==> src/rtl/vga_hsync_decoder.sv <==
// Horizontal VGA timing checker: measures active/front/sync/back
// segments, recovers pixel column, tracks lock and sticky errors.
//
// Ports:
//   clock, reset       rising-edge clock, async active-high reset
//   hsync, hblank      sampled timing strobes (hsync active-low)
//   err_clear          sync pulse clearing all error flags
//   pixel_x            active column index (0 outside active)
//   pixel_valid        high on each active cycle
//   line_start         pulse on first active cycle of a line
//   locked             LOCK_LINES consecutive conforming lines seen
//   err_active/front/sync/back  sticky segment-length errors
//   err_seq            sticky illegal edge order or timeout
module vga_hsync_decoder #(
  parameter int H_ACTIVE   = 320,
  parameter int H_FRONT    = 9,
  parameter int H_SYNC     = 48,
  parameter int H_BACK     = 24,
  parameter int LOCK_LINES = 2,
  parameter int CW         = 9
) (
  input  logic          clock,
  input  logic          reset,
  input  logic          hsync,
  input  logic          hblank,
  input  logic          err_clear,
  output logic [CW-1:0] pixel_x,
  output logic          pixel_valid,
  output logic          line_start,
  output logic          locked,
  output logic          err_active,
  output logic          err_front,
  output logic          err_sync,
  output logic          err_back,
  output logic          err_seq
);

  typedef enum logic [2:0] {
    HUNT,
    ACTIVE,
    FRONT,
    SYNC,
    BACK
  } state_t;

  localparam int GW = $clog2(LOCK_LINES + 1);
  localparam logic [CW-1:0] CNT_MAX = '1;
  localparam logic [CW-1:0] A_LEN = CW'(H_ACTIVE);
  localparam logic [CW-1:0] F_LEN = CW'(H_FRONT);
  localparam logic [CW-1:0] S_LEN = CW'(H_SYNC);
  localparam logic [CW-1:0] B_LEN = CW'(H_BACK);
  localparam logic [GW-1:0] G_MAX = GW'(LOCK_LINES);

  state_t        state;
  state_t        nxt;
  logic          hblank_q;
  logic          hsync_q;
  logic [CW-1:0] seg_cnt;
  logic [CW-1:0] seg_inc;
  logic [CW-1:0] seg_nxt;
  logic [GW-1:0] good_cnt;
  logic [GW-1:0] good_nxt;
  logic          line_bad;

  logic fall_b, rise_b, fall_s, rise_s;
  logic set_a, set_f, set_s, set_b, set_q;
  logic start, close, drop, any_set;

  assign fall_b = hblank_q & ~hblank;
  assign rise_b = ~hblank_q & hblank;
  assign fall_s = hsync_q & ~hsync;
  assign rise_s = ~hsync_q & hsync;

  always_comb begin
    nxt   = state;
    set_a = 1'b0;
    set_f = 1'b0;
    set_s = 1'b0;
    set_b = 1'b0;
    set_q = 1'b0;
    start = 1'b0;
    close = 1'b0;
    drop  = 1'b0;
    unique case (state)
      HUNT: begin
        if (fall_b) begin
          nxt   = ACTIVE;
          start = 1'b1;
        end
      end
      ACTIVE: begin
        if (fall_s | rise_s) begin
          nxt   = HUNT;
          set_q = 1'b1;
        end else if (rise_b) begin
          nxt   = FRONT;
          set_a = (seg_cnt != A_LEN);
        end
      end
      FRONT: begin
        if (fall_s) begin
          nxt   = SYNC;
          set_f = (seg_cnt != F_LEN);
        end else if (fall_b) begin
          // blank ended with no sync pulse at all
          nxt   = ACTIVE;
          set_s = 1'b1;
          start = 1'b1;
          drop  = 1'b1;
        end
      end
      SYNC: begin
        if (rise_b | fall_b) begin
          nxt   = HUNT;
          set_q = 1'b1;
        end else if (rise_s) begin
          nxt   = BACK;
          set_s = (seg_cnt != S_LEN);
        end
      end
      BACK: begin
        if (fall_s) begin
          nxt   = HUNT;
          set_q = 1'b1;
        end else if (fall_b) begin
          nxt   = ACTIVE;
          set_b = (seg_cnt != B_LEN);
          start = 1'b1;
          close = 1'b1;
        end
      end
      default: nxt = HUNT;
    endcase
    // a segment that never ends is a lost signal
    if (state != HUNT && nxt == state && seg_cnt == CNT_MAX) begin
      nxt   = HUNT;
      set_q = 1'b1;
    end
  end

  assign any_set = set_a | set_f | set_s | set_b | set_q;
  assign seg_inc = (seg_cnt == CNT_MAX) ? seg_cnt : seg_cnt + 1'b1;
  assign seg_nxt = (nxt != state) ? CW'(1) : seg_inc;

  always_comb begin
    good_nxt = good_cnt;
    if (drop || (nxt == HUNT && state != HUNT)) begin
      good_nxt = '0;
    end else if (close) begin
      if (line_bad | any_set) good_nxt = '0;
      else if (good_cnt != G_MAX) good_nxt = good_cnt + 1'b1;
    end
  end

  always_ff @(posedge clock or posedge reset) begin
    if (reset) begin
      state       <= HUNT;
      hblank_q    <= 1'b0;
      hsync_q     <= 1'b1;
      seg_cnt     <= '0;
      good_cnt    <= '0;
      line_bad    <= 1'b0;
      pixel_x     <= '0;
      pixel_valid <= 1'b0;
      line_start  <= 1'b0;
      locked      <= 1'b0;
      err_active  <= 1'b0;
      err_front   <= 1'b0;
      err_sync    <= 1'b0;
      err_back    <= 1'b0;
      err_seq     <= 1'b0;
    end else begin
      state       <= nxt;
      hblank_q    <= hblank;
      hsync_q     <= hsync;
      seg_cnt     <= seg_nxt;
      good_cnt    <= good_nxt;
      // flags raised on the starting edge belong to the previous line
      line_bad    <= start ? 1'b0 : (line_bad | any_set);
      pixel_valid <= (nxt == ACTIVE);
      pixel_x     <= (nxt == ACTIVE) ? seg_nxt - 1'b1 : '0;
      line_start  <= start;
      locked      <= (good_nxt == G_MAX);
      err_active  <= set_a | (err_active & ~err_clear);
      err_front   <= set_f | (err_front & ~err_clear);
      err_sync    <= set_s | (err_sync & ~err_clear);
      err_back    <= set_b | (err_back & ~err_clear);
      err_seq     <= set_q | (err_seq & ~err_clear);
    end
  end

endmodule
==> config.mk <==
export PLATFORM = sky130hd
export DESIGN_NAME = vga_hsync_decoder
export DESIGN_NICKNAME = d
export VERILOG_FILES = /design/src/rtl/vga_hsync_decoder.sv
export SDC_FILE = /design/constraint.sdc
export NUM_CORES = 1
export LEC_CHECK = 0
export ABC_CLOCK_PERIOD_IN_PS = 9200
export CORE_MARGIN = 5
export CORE_UTILIZATION = 60
export DETAILED_ROUTE_END_ITERATION = 12
export GPL_TIMING_DRIVEN = 0
export PLACE_DENSITY_LB_ADDON = 0.25
export SYNTH_ARGS = -nofsm -noshare
export SYNTH_HDL_FRONTEND = slang
export SYNTH_SLANG_ARGS = --single-unit
==> constraint.sdc <==
create_clock -name clock -period 9.2 [get_ports clock]
set_clock_uncertainty 0.1 [all_clocks]
set_input_delay 1.84 -clock clock [delete_from_list [all_inputs] [get_ports clock]]
set_output_delay 1.84 -clock clock [all_outputs]
set_load 0.05 [all_outputs]
# Word-level counts from Yosys, hierarchy flattened
# Index checks and enable logic that the tools add are counted.
[word_totals]
latch_bits = 0
input_bits = 5
memories = 0
register_bits = 34
wordCells = 104
ram_bits = 0
mem_bits_ro = 0
[op_classes]
div_mod_pow = 0
eq_ne = 14
mul = 0
n_mux = 38
shifts = 0
reduce_logical = 8
add_sub_neg = 3
order_cmp = 0
n_bitwise = 26
[op_table]
columns = ["operator", "count"]
rows = [
  ["$mux 9", 3],
  ["$mux 3", 8],
  ["$mux 1", 19],
  ["$pmux 3 s5", 1],
  ["$or 1x1->1", 12],
  ["$add 9x1->9 const B", 1],
  ["$and 1x1->1", 9],
  ["$eq 9x9->1 const B", 1],
  ["$ne 9x4->1 const B", 1],
  ["$ne 9x5->1 const B", 1],
  ["$ne 9x6->1 const B", 1],
  ["$ne 9x9->1 const B", 1],
  ["$sub 9x1->9 const B", 1],
  ["$mux 2", 4],
  ["$eq 3x1->1 const B", 2],
  ["$eq 3x2->1 const B", 2],
  ["$logic_not 3->1", 2],
  ["$not 1->1", 5],
  ["$pmux 1 s2", 2],
  ["$eq 3x3->1", 1],
  ["$eq 3x3->1 const B", 1],
  ["$logic_and 1x1->1", 3],
  ["$ne 3x3->1", 1],
  ["$pmux 1 s3", 1],
  ["other kinds (6)", 6],
]

# Depth between registers and ports, before layout
# Gate-level depths: netlist of run 1.
[depth]
ltp_word = 15
ltp_mapped = 13

# Least setup slack after synthesis of run 1
# Ideal clock, no wire load.
[synth_path]
path_kind = "input to register"
from = "input hsync"
to = "register pixel_x[8]"
n_path_buf = 0
arrival_ps = 4511
stages = 12
setup_time_ps = 87
slack_ps = 4503
cell_sequence = "inv_1 -> ha_1 -> or3b_2 -> o22a_1 -> a31oi_1 -> o21ai_1 -> or3_1 -> inv_1 -> ha_1 -> inv_1 -> or4_1 -> o211ai_1"
[synth_between]
elab_chain_len = 13
[synth_rtl]
columns = ["item", "line_no", "rtl"]
rows = [
  ["from (decl)", "24", "input logic hsync,"],
  ["$not 1->1", "71", "assign fall_s = hsync_q & ~hsync;"],
  ["$and 1x1->1", "71", ""],
  ["$or 1x1->1", "92", "if (fall_s | rise_s) begin"],
  ["$mux 3", "92", ""],
  ["$pmux 3 s5 *", "84", "unique case (state)"],
  ["$eq 3x3->1", "135", "if (state != HUNT && nxt == state && seg_cnt == CNT_MAX) begin"],
  ["$logic_and 1x1->1 (2 in series)", "135", ""],
  ["$mux 3 *", "135", ""],
  ["named net nxt[2]", "55", "state_t nxt;"],
  ["$ne 3x3->1 *", "143", "assign seg_nxt = (nxt != state) ? CW'(1) : seg_inc;"],
  ["$mux 9 *", "143", ""],
  ["named net seg_nxt[0]", "60", "logic [CW-1:0] seg_nxt;"],
  ["$sub 9x1->9 *", "181", "pixel_x <= (nxt == ACTIVE) ? seg_nxt - 1'b1 : '0;"],
  ["$mux 9 *", "181", ""],
  ["to (signal assigned)", "181", ""],
  ["to (decl)", "27", "output logic [CW-1:0] pixel_x,"],
]
# The timed path passes the listed nets; every way through them passes the cells marked *.

# Final worst setup path of run 1
# Ends and elaborated chain as after synthesis.

==> run summary, run 1 <==
RePlAce Congestion -> 0.929
TritonCTS Buffers -> 5
Critical Path RT -> 9.37 ns
FFs w/ async S/R, synth -> 100%
Total of max-cap violations -> 0
First-pass GRT wire length -> 8080 um
Synth warnings -> 0
Hold slack -> 0.386 ns
Layout cell share with drive strength beyond 1 -> 12.1%
Worst-path clk slew -> 0.11 ns
Starting DRT DRC Count -> 181
Final setup viols -> 0
Worst setup SP type -> input pin
Tightest Pin Transition -> 0.683 ns
Period utilisation layout -> 56.7%
Commonest register cell after synthesis -> dfrtp_1
Leak pwr -> 0.00109 uW
Drt pass-1 iters -> 5
Total setup buffers inserted after CTS -> 0
Synth top area cells -> dfrtp_1, ha_1, nor2_1, inv_1, o211ai_1
Seq pwr share -> 32.1%
RR Endpoint -> pixel_x[8]
# resized after CTS -> 0
Setup TNS -> 0 ns
VDD IR max -> 0.000195 V
End point of the critical path -> pixel_x[8]
Comb pwr share -> 53.2%
Slew margin rel. -> 54.4%
H-Tree Depth -> 2
Via count -> 1867
Highest Signal Layer -> met4
Sequential fraction of the synthesis area -> 39.6%
Fmax -> 192 MHz
Die area -> 4880 sq um
Metal-1 WL -> 2210 um
Yosys top cell area share -> 38.4%
Chip height -> 69.9 um
Max clock buf depth -> 2
Number of synthesized flops with an enable pin -> 0
Vias/cell -> 6.16
Internal power component -> 334 uW
Crit path max fanout -> 8
Pwr/cell area -> 244 nW/um^2
CTS sink count -> 34
WP data arrival -> 5.39 ns
Status -> complete, no violations
Clock network power share -> 14.8%
Met3 WL -> 374 um
Unrepaired setup endpoints after global routing -> false
Cell with the most instances after synthesis -> dfrtp_1
Post-synth net total -> 242
Vias in the first global route -> 1751
Hold-fix buffers, CTS -> 0
Antenna diodes -> 0
Ports -> 22
Nets -> 270
Area Overhead vs Synth -> 15.4%
Row cnt -> 21
Final min period -> 5.22 ns
GRT overflow -> 0
Synth area leader -> dfrtp_1
Core area -> 3390 sq um
Root buf cell -> clkbuf_4
Die width -> 69.9 um
HPWL Detailed -> 3400 um
Fin. max-slew vios -> 0
Final wirelength -> 4570 um
RR Startpoint -> seg_cnt[0]
Critical path startpoint -> hsync
Final ANT Viol Nets -> 0
WL per Instance -> 15.1 um
Synth cell types -> 61
Crit Path Category -> input pin to flip-flop
Psw -> 273 uW
Tot GR Track Use -> 20.2%
Count of final hold-check violations -> 0
Power Total -> 606 uW
Number of remaining DRC errors -> 0
Worst R2R Setup Slack -> 5.66 ns
Sw frac -> 45.0%
CTS tree -> yes
Port bufs -> 21
Syn_area_per_cell -> 9.43 sq um
Largest net degree at the start of global routing -> 35
Top post-synthesis cells by count -> dfrtp_1, nor2_1, inv_1
Crit path capture type -> flip-flop
Initial Util -> 63.4%
Initial antenna violation count -> 0
R2R cell count -> 12
Clock latency at the later pin of the worst-skew pair -> 0.35 ns
Mapped Area -> 2150 sq um
Syn Inst Count -> 228
Seq cells post-synth -> 34
Met2 WL -> 1920 um
Worst min path class -> flip-flop to flip-flop
==> worst max-delay path: stages <==
cell and delay, ns:
clkdlybuf4s50_1 0.52, inv_1 0.06, ha_1 0.28, or3b_2 0.50, o22a_1 0.25, a31oi_1 0.24, o21ai_1 0.22, or3_1 0.41
inv_1 0.07, ha_1 0.26, inv_1 0.12, or4_1 0.52, o211ai_1 0.10
==> stage by stage <==
step | cell area (sq um) | setup slack (ns) | cells | utilization (%)
floorplan | 2150 | 4.50 | 228 | -
global placement | 2420 | 3.67 | 295 | 71.3
detailed placement | 2420 | 3.65 | 295 | 71.3
CTS | 2480 | 4.02 | 303 | 73.2
global route | 2480 | 3.86 | 303 | 73.2
finish | 2480 | 3.98 | 303 | 73.2
==> final cells by class <==
cell class | count | area [sq um]
buffer | 10 | 48.8
clock buffer | 6 | 51.3
clock inverter | 2 | 12.5
fill | 260 | 908
inverter | 15 | 56.3
multi-input combinational | 169 | 1190
sequential | 34 | 852
tap | 46 | 57.6
timing repair buffer | 21 | 210
==> cells in the final DEF, fill, tap and decap left out, types with 6 or more instances in the layout <==
| cell | Yosys | layout |
|---|---|---|
| nand4_1 | 7 | 7 |
| o21ai_0 | 6 | 6 |
| nor3_1 | 7 | 7 |
| clkbuf_1 | 6 | 6 |
| a21oi_1 | 6 | 6 |
| nand3_1 | 6 | 6 |
| ha_1 | 9 | 9 |
| dfrtp_1 | 33 | 33 |
| nand2_1 | 10 | 10 |
| o211ai_1 | 6 | 6 |
| clkdlybuf4s50_1 | 0 | 21 |
| inv_1 | 15 | 14 |
| nor2_1 | 18 | 18 |
| and3_1 | 6 | 6 |
==> layer usage <==
layer,vias to the layer above,GRT usage (%)
met3,9,6.31
li1,903,-
met5,-,0
met2,81,27.3
met1,874,29.9
met4,0,7.66
==> kinds of logic after synthesis <==
| logic type | Yosys count | share of synthesized area, % |
|---|---|---|
| compound gates | 58 | 20.0 |
| xor+xnor | 6 | 2.44 |
| fa+ha+maj | 9 | 5.24 |
| buf+inv | 25 | 4.89 |
| flops | 34 | 39.6 |
| mux | 5 | 2.44 |
| simple gates | 91 | 25.3 |
==> sequential cells by signal, indices dropped and copies added, names as in the netlist <==
signal / flops
err_seq: 1
good_cnt: 2
hblank_q: 1
err_sync: 1
err_active: 1
line_start: 1
pixel_x: 9
seg_cnt: 9
state: 3
hsync_q: 1
err_front: 1
locked: 1
line_bad: 1
pixel_valid: 1
err_back: 1
==> how the worst min path moves through the flow <==
stage | to | start | slack, ns | cells after the start
2_1_floorplan | line_bad | line_bad | 0.47 | 4
5_1_grt | err_seq | err_seq | 0.43 | 1
3_5_place_dp | err_seq | err_seq | 0.36 | 1
4_1_cts | err_seq | err_seq | 0.39 | 1
6_report | err_seq | err_seq | 0.39 | 1
3_3_place_gp | err_seq | err_seq | 0.36 | 1
==> power by group through the flow <==
stage	combinational (uW)	sequential, uW	clock, uW
after floorplan	185	250	0
after global placement	314	196	0
after detailed placement	316	197	0
after CTS	319	194	91.6
after global routing	351	199	98.8
final	322	195	89.5
(Power assumes the default switching activity.)
==> run 2: changes to the inputs <==
--- a/config.mk
+++ b/config.mk
@@ -5,9 +5,9 @@
 export SDC_FILE = /design/constraint.sdc
 export NUM_CORES = 1
 export LEC_CHECK = 0
-export ABC_CLOCK_PERIOD_IN_PS = 9200
+export ABC_CLOCK_PERIOD_IN_PS = 4400
 export CORE_MARGIN = 5
-export CORE_UTILIZATION = 60
+export CORE_UTILIZATION = 51
 export DETAILED_ROUTE_END_ITERATION = 12
 export GPL_TIMING_DRIVEN = 0
 export PLACE_DENSITY_LB_ADDON = 0.25
==> constraint.sdc (replaced) <==
create_clock -name clock -period 4.4 [get_ports clock]
set_clock_uncertainty 0.1 [all_clocks]
set_input_delay 0.88 -clock clock [delete_from_list [all_inputs] [get_ports clock]]
set_output_delay 0.88 -clock clock [all_outputs]
set_load 0.05 [all_outputs]
==> run summary, run 2 (synthesis results as in run 1) <==
Status -> complete, no violations
Setup TNS -> 0 ns (unchanged)
Vias/cell -> 5.91 (-4.1%)
Hold-fix buffers, CTS -> 0 (unchanged)
Core area -> 4060 sq um (+20%)
HPWL Detailed -> 3560 um (+4.6%)
Period utilisation layout -> 95.3%
Initial Util -> 53.0% (-10 points)
TritonCTS Buffers -> 5 (unchanged)
Starting DRT DRC Count -> 153 (-15%)
Area after DPL -> 2420 sq um (+0.21%)
Pwr/cell area -> 535 nW/um^2 (+120%)
CP dominant cell by count -> inv_1
Total of max-cap violations -> 0 (unchanged)
VDD IR max -> 0.000336 V (+73%)
Final min period -> 4.19 ns
Crit-path cells -> clkdlybuf4s50_1 -> inv_1 -> ha_1 -> or3b_2 -> o22a_1 -> a31oi_2 -> o21ai_2 -> or3_1 -> inv_1 -> ha_2 -> inv_1 -> or4_1 -> o211ai_1
Ports -> 22 (unchanged)
Final ANT Viol Nets -> 0 (unchanged)
Clock latency at the later pin of the worst-skew pair -> 0.29 ns (-0.06 ns)
Crit Path Category -> input pin to flip-flop
Initial antenna violation count -> 0 (unchanged)
Final setup viols -> 0 (unchanged)
Chip height -> 74.9 um (+7.3%)
Die width -> 74.9 um (+7.3%)
Fmax -> 239 MHz
Count of final hold-check violations -> 0 (unchanged)
Port bufs -> 21 (unchanged)
Commonest non-fill, non-tap cell in the layout -> dfrtp_1
Largest net degree at the start of global routing -> 35 (unchanged)
Most frequent cells in the layout -> dfrtp_1, clkdlybuf4s50_1, nor2_1, inv_1, nand2_1
Tightest Pin Transition -> 0.681 ns (-0.00206 ns)
Drt pass-1 iters -> 4 (-1)
Cell area after layout -> 2540 sq um (+2.6%)
CTS sink count -> 34 (unchanged)
Post-layout util -> 62.7% (-10 points)
Crit path max fanout -> 8 (unchanged)
CTS tree -> yes
Layout cell share with drive strength beyond 1 -> 13.2% (+1.2 points)
Nets -> 270 (unchanged)
Slew margin rel. -> 54.5% (+0.14 points)
Final wirelength -> 4770 um (+4.2%)
Cell family with most CP delay -> simple AND/OR/NAND/NOR gates
Root buf cell -> clkbuf_8
Via count -> 1815 (-2.8%)
Max clock buf depth -> 2 (unchanged)
H-Tree Depth -> 2 (unchanged)
Crit path capture type -> flip-flop
Fin. max-slew vios -> 0 (unchanged)
Worst-path clk slew -> 0.07 ns (-0.04 ns)
Die area -> 5610 sq um (+15%)
Tot GR Track Use -> 19.6% (-0.58 points)
RePlAce Congestion -> 0.932 (+0.31%)
Worst setup SP type -> input pin
Top flop regs -> pixel_x: 9 flops, seg_cnt: 9 flops, state: 3 flops
WP data arrival -> 4.30 ns (-1.09 ns)
Critical Path RT -> 4.50 ns (-4.87 ns)
WL per Instance -> 15.5 um (+2.9%)
Vias in the first global route -> 1793 (+2.4%)
First-pass GRT wire length -> 8470 um (+4.8%)
Slowest-stage cell, CP -> or4_1
Worst stage delay on the critical path -> 0.53 ns (about the same)
Row cnt -> 23 (+9.5%)
Area Overhead vs Synth -> 18.4%
Worst path bufs/invs -> 4 (unchanged)
Unrepaired setup endpoints after global routing -> false
Worst min path class -> flip-flop to flip-flop
Leak pwr -> 0.00111 uW (+2.2%)
Antenna diodes -> 0 (unchanged)
Number of remaining DRC errors -> 0 (unchanged)
GRT overflow -> 0 (unchanged)
-- run 2: cell types whose count changed in the layout (fill, tap and decap cells not counted), sizes merged --
cell,before,now
clkinvlp,1,0
clkinv,1,0
clkbuf,12,14
-- run 2: what timing repair did --
action / in CTS / in global routing
endpoints found under the setup margin: 0 / 2
gates resized for setup: 0 / 3
setup buffers: 0 / 0
-- run 2: cell type report --
type                    count  area, sq um
clock buffers               8          110
flip-flops and latches     34          852
inverters                  15         56.3
multi-input cells         169         1200
well taps                  50         62.6
fillers                   357         1510
repair buffers             21          210
plain buffers              10         48.8
-- run 2: per-stage QoR --
step	setup slack [ns]	instances	hold WS (ns)	power, uW
4_1_cts	0.0320	307	0.380	1360
2_1_floorplan	0.663	228	0.470	911
5_1_grt	0.0347	307	0.416	1470
3_3_place_gp	-0.219	299	0.360	1080
3_5_place_dp	-0.272	299	0.365	1090
6_report	0.208	307	0.373	1360
-- run 2: final timing paths --
| path | to | slack [ns] | depth (start not counted) | start |
|---|---|---|---|---|
| max in group asynchronous | hblank_q | 2.85 | 2 | reset |
| worst max register to register | pixel_x[8] | 0.92 | 12 | seg_cnt[0] |
| worst min-delay path | err_seq | 0.37 | 1 | err_seq |
| min in group asynchronous | seg_cnt[6] | 0.91 | 2 | reset |
| worst max-delay path | pixel_x[8] | 0.21 | 13 | hsync |
| worst min register to register | err_seq | 0.37 | 1 | err_seq |
-- run 2: report_power, final --
group	total, uW	switching (uW)	internal (uW)	leakage [uW]
Clock	267	109	158	0.0000575
Sequential	406	35.2	371	0.000454
Combinational	689	434	255	0.000601
Total	1360	578	784	0.00111
-- run 2: metal layers --
| metal | routed length, um | vias to the layer above | track usage, % |
|---|---|---|---|
| met1 | 2370 | 844 | 27.7 |
| li1 | - | 912 | - |
| met4 | 74 | 0 | 6.52 |
| met3 | 280 | 8 | 4.81 |
| met2 | 2040 | 51 | 29.4 |
| met5 | 0 | - | 0 |
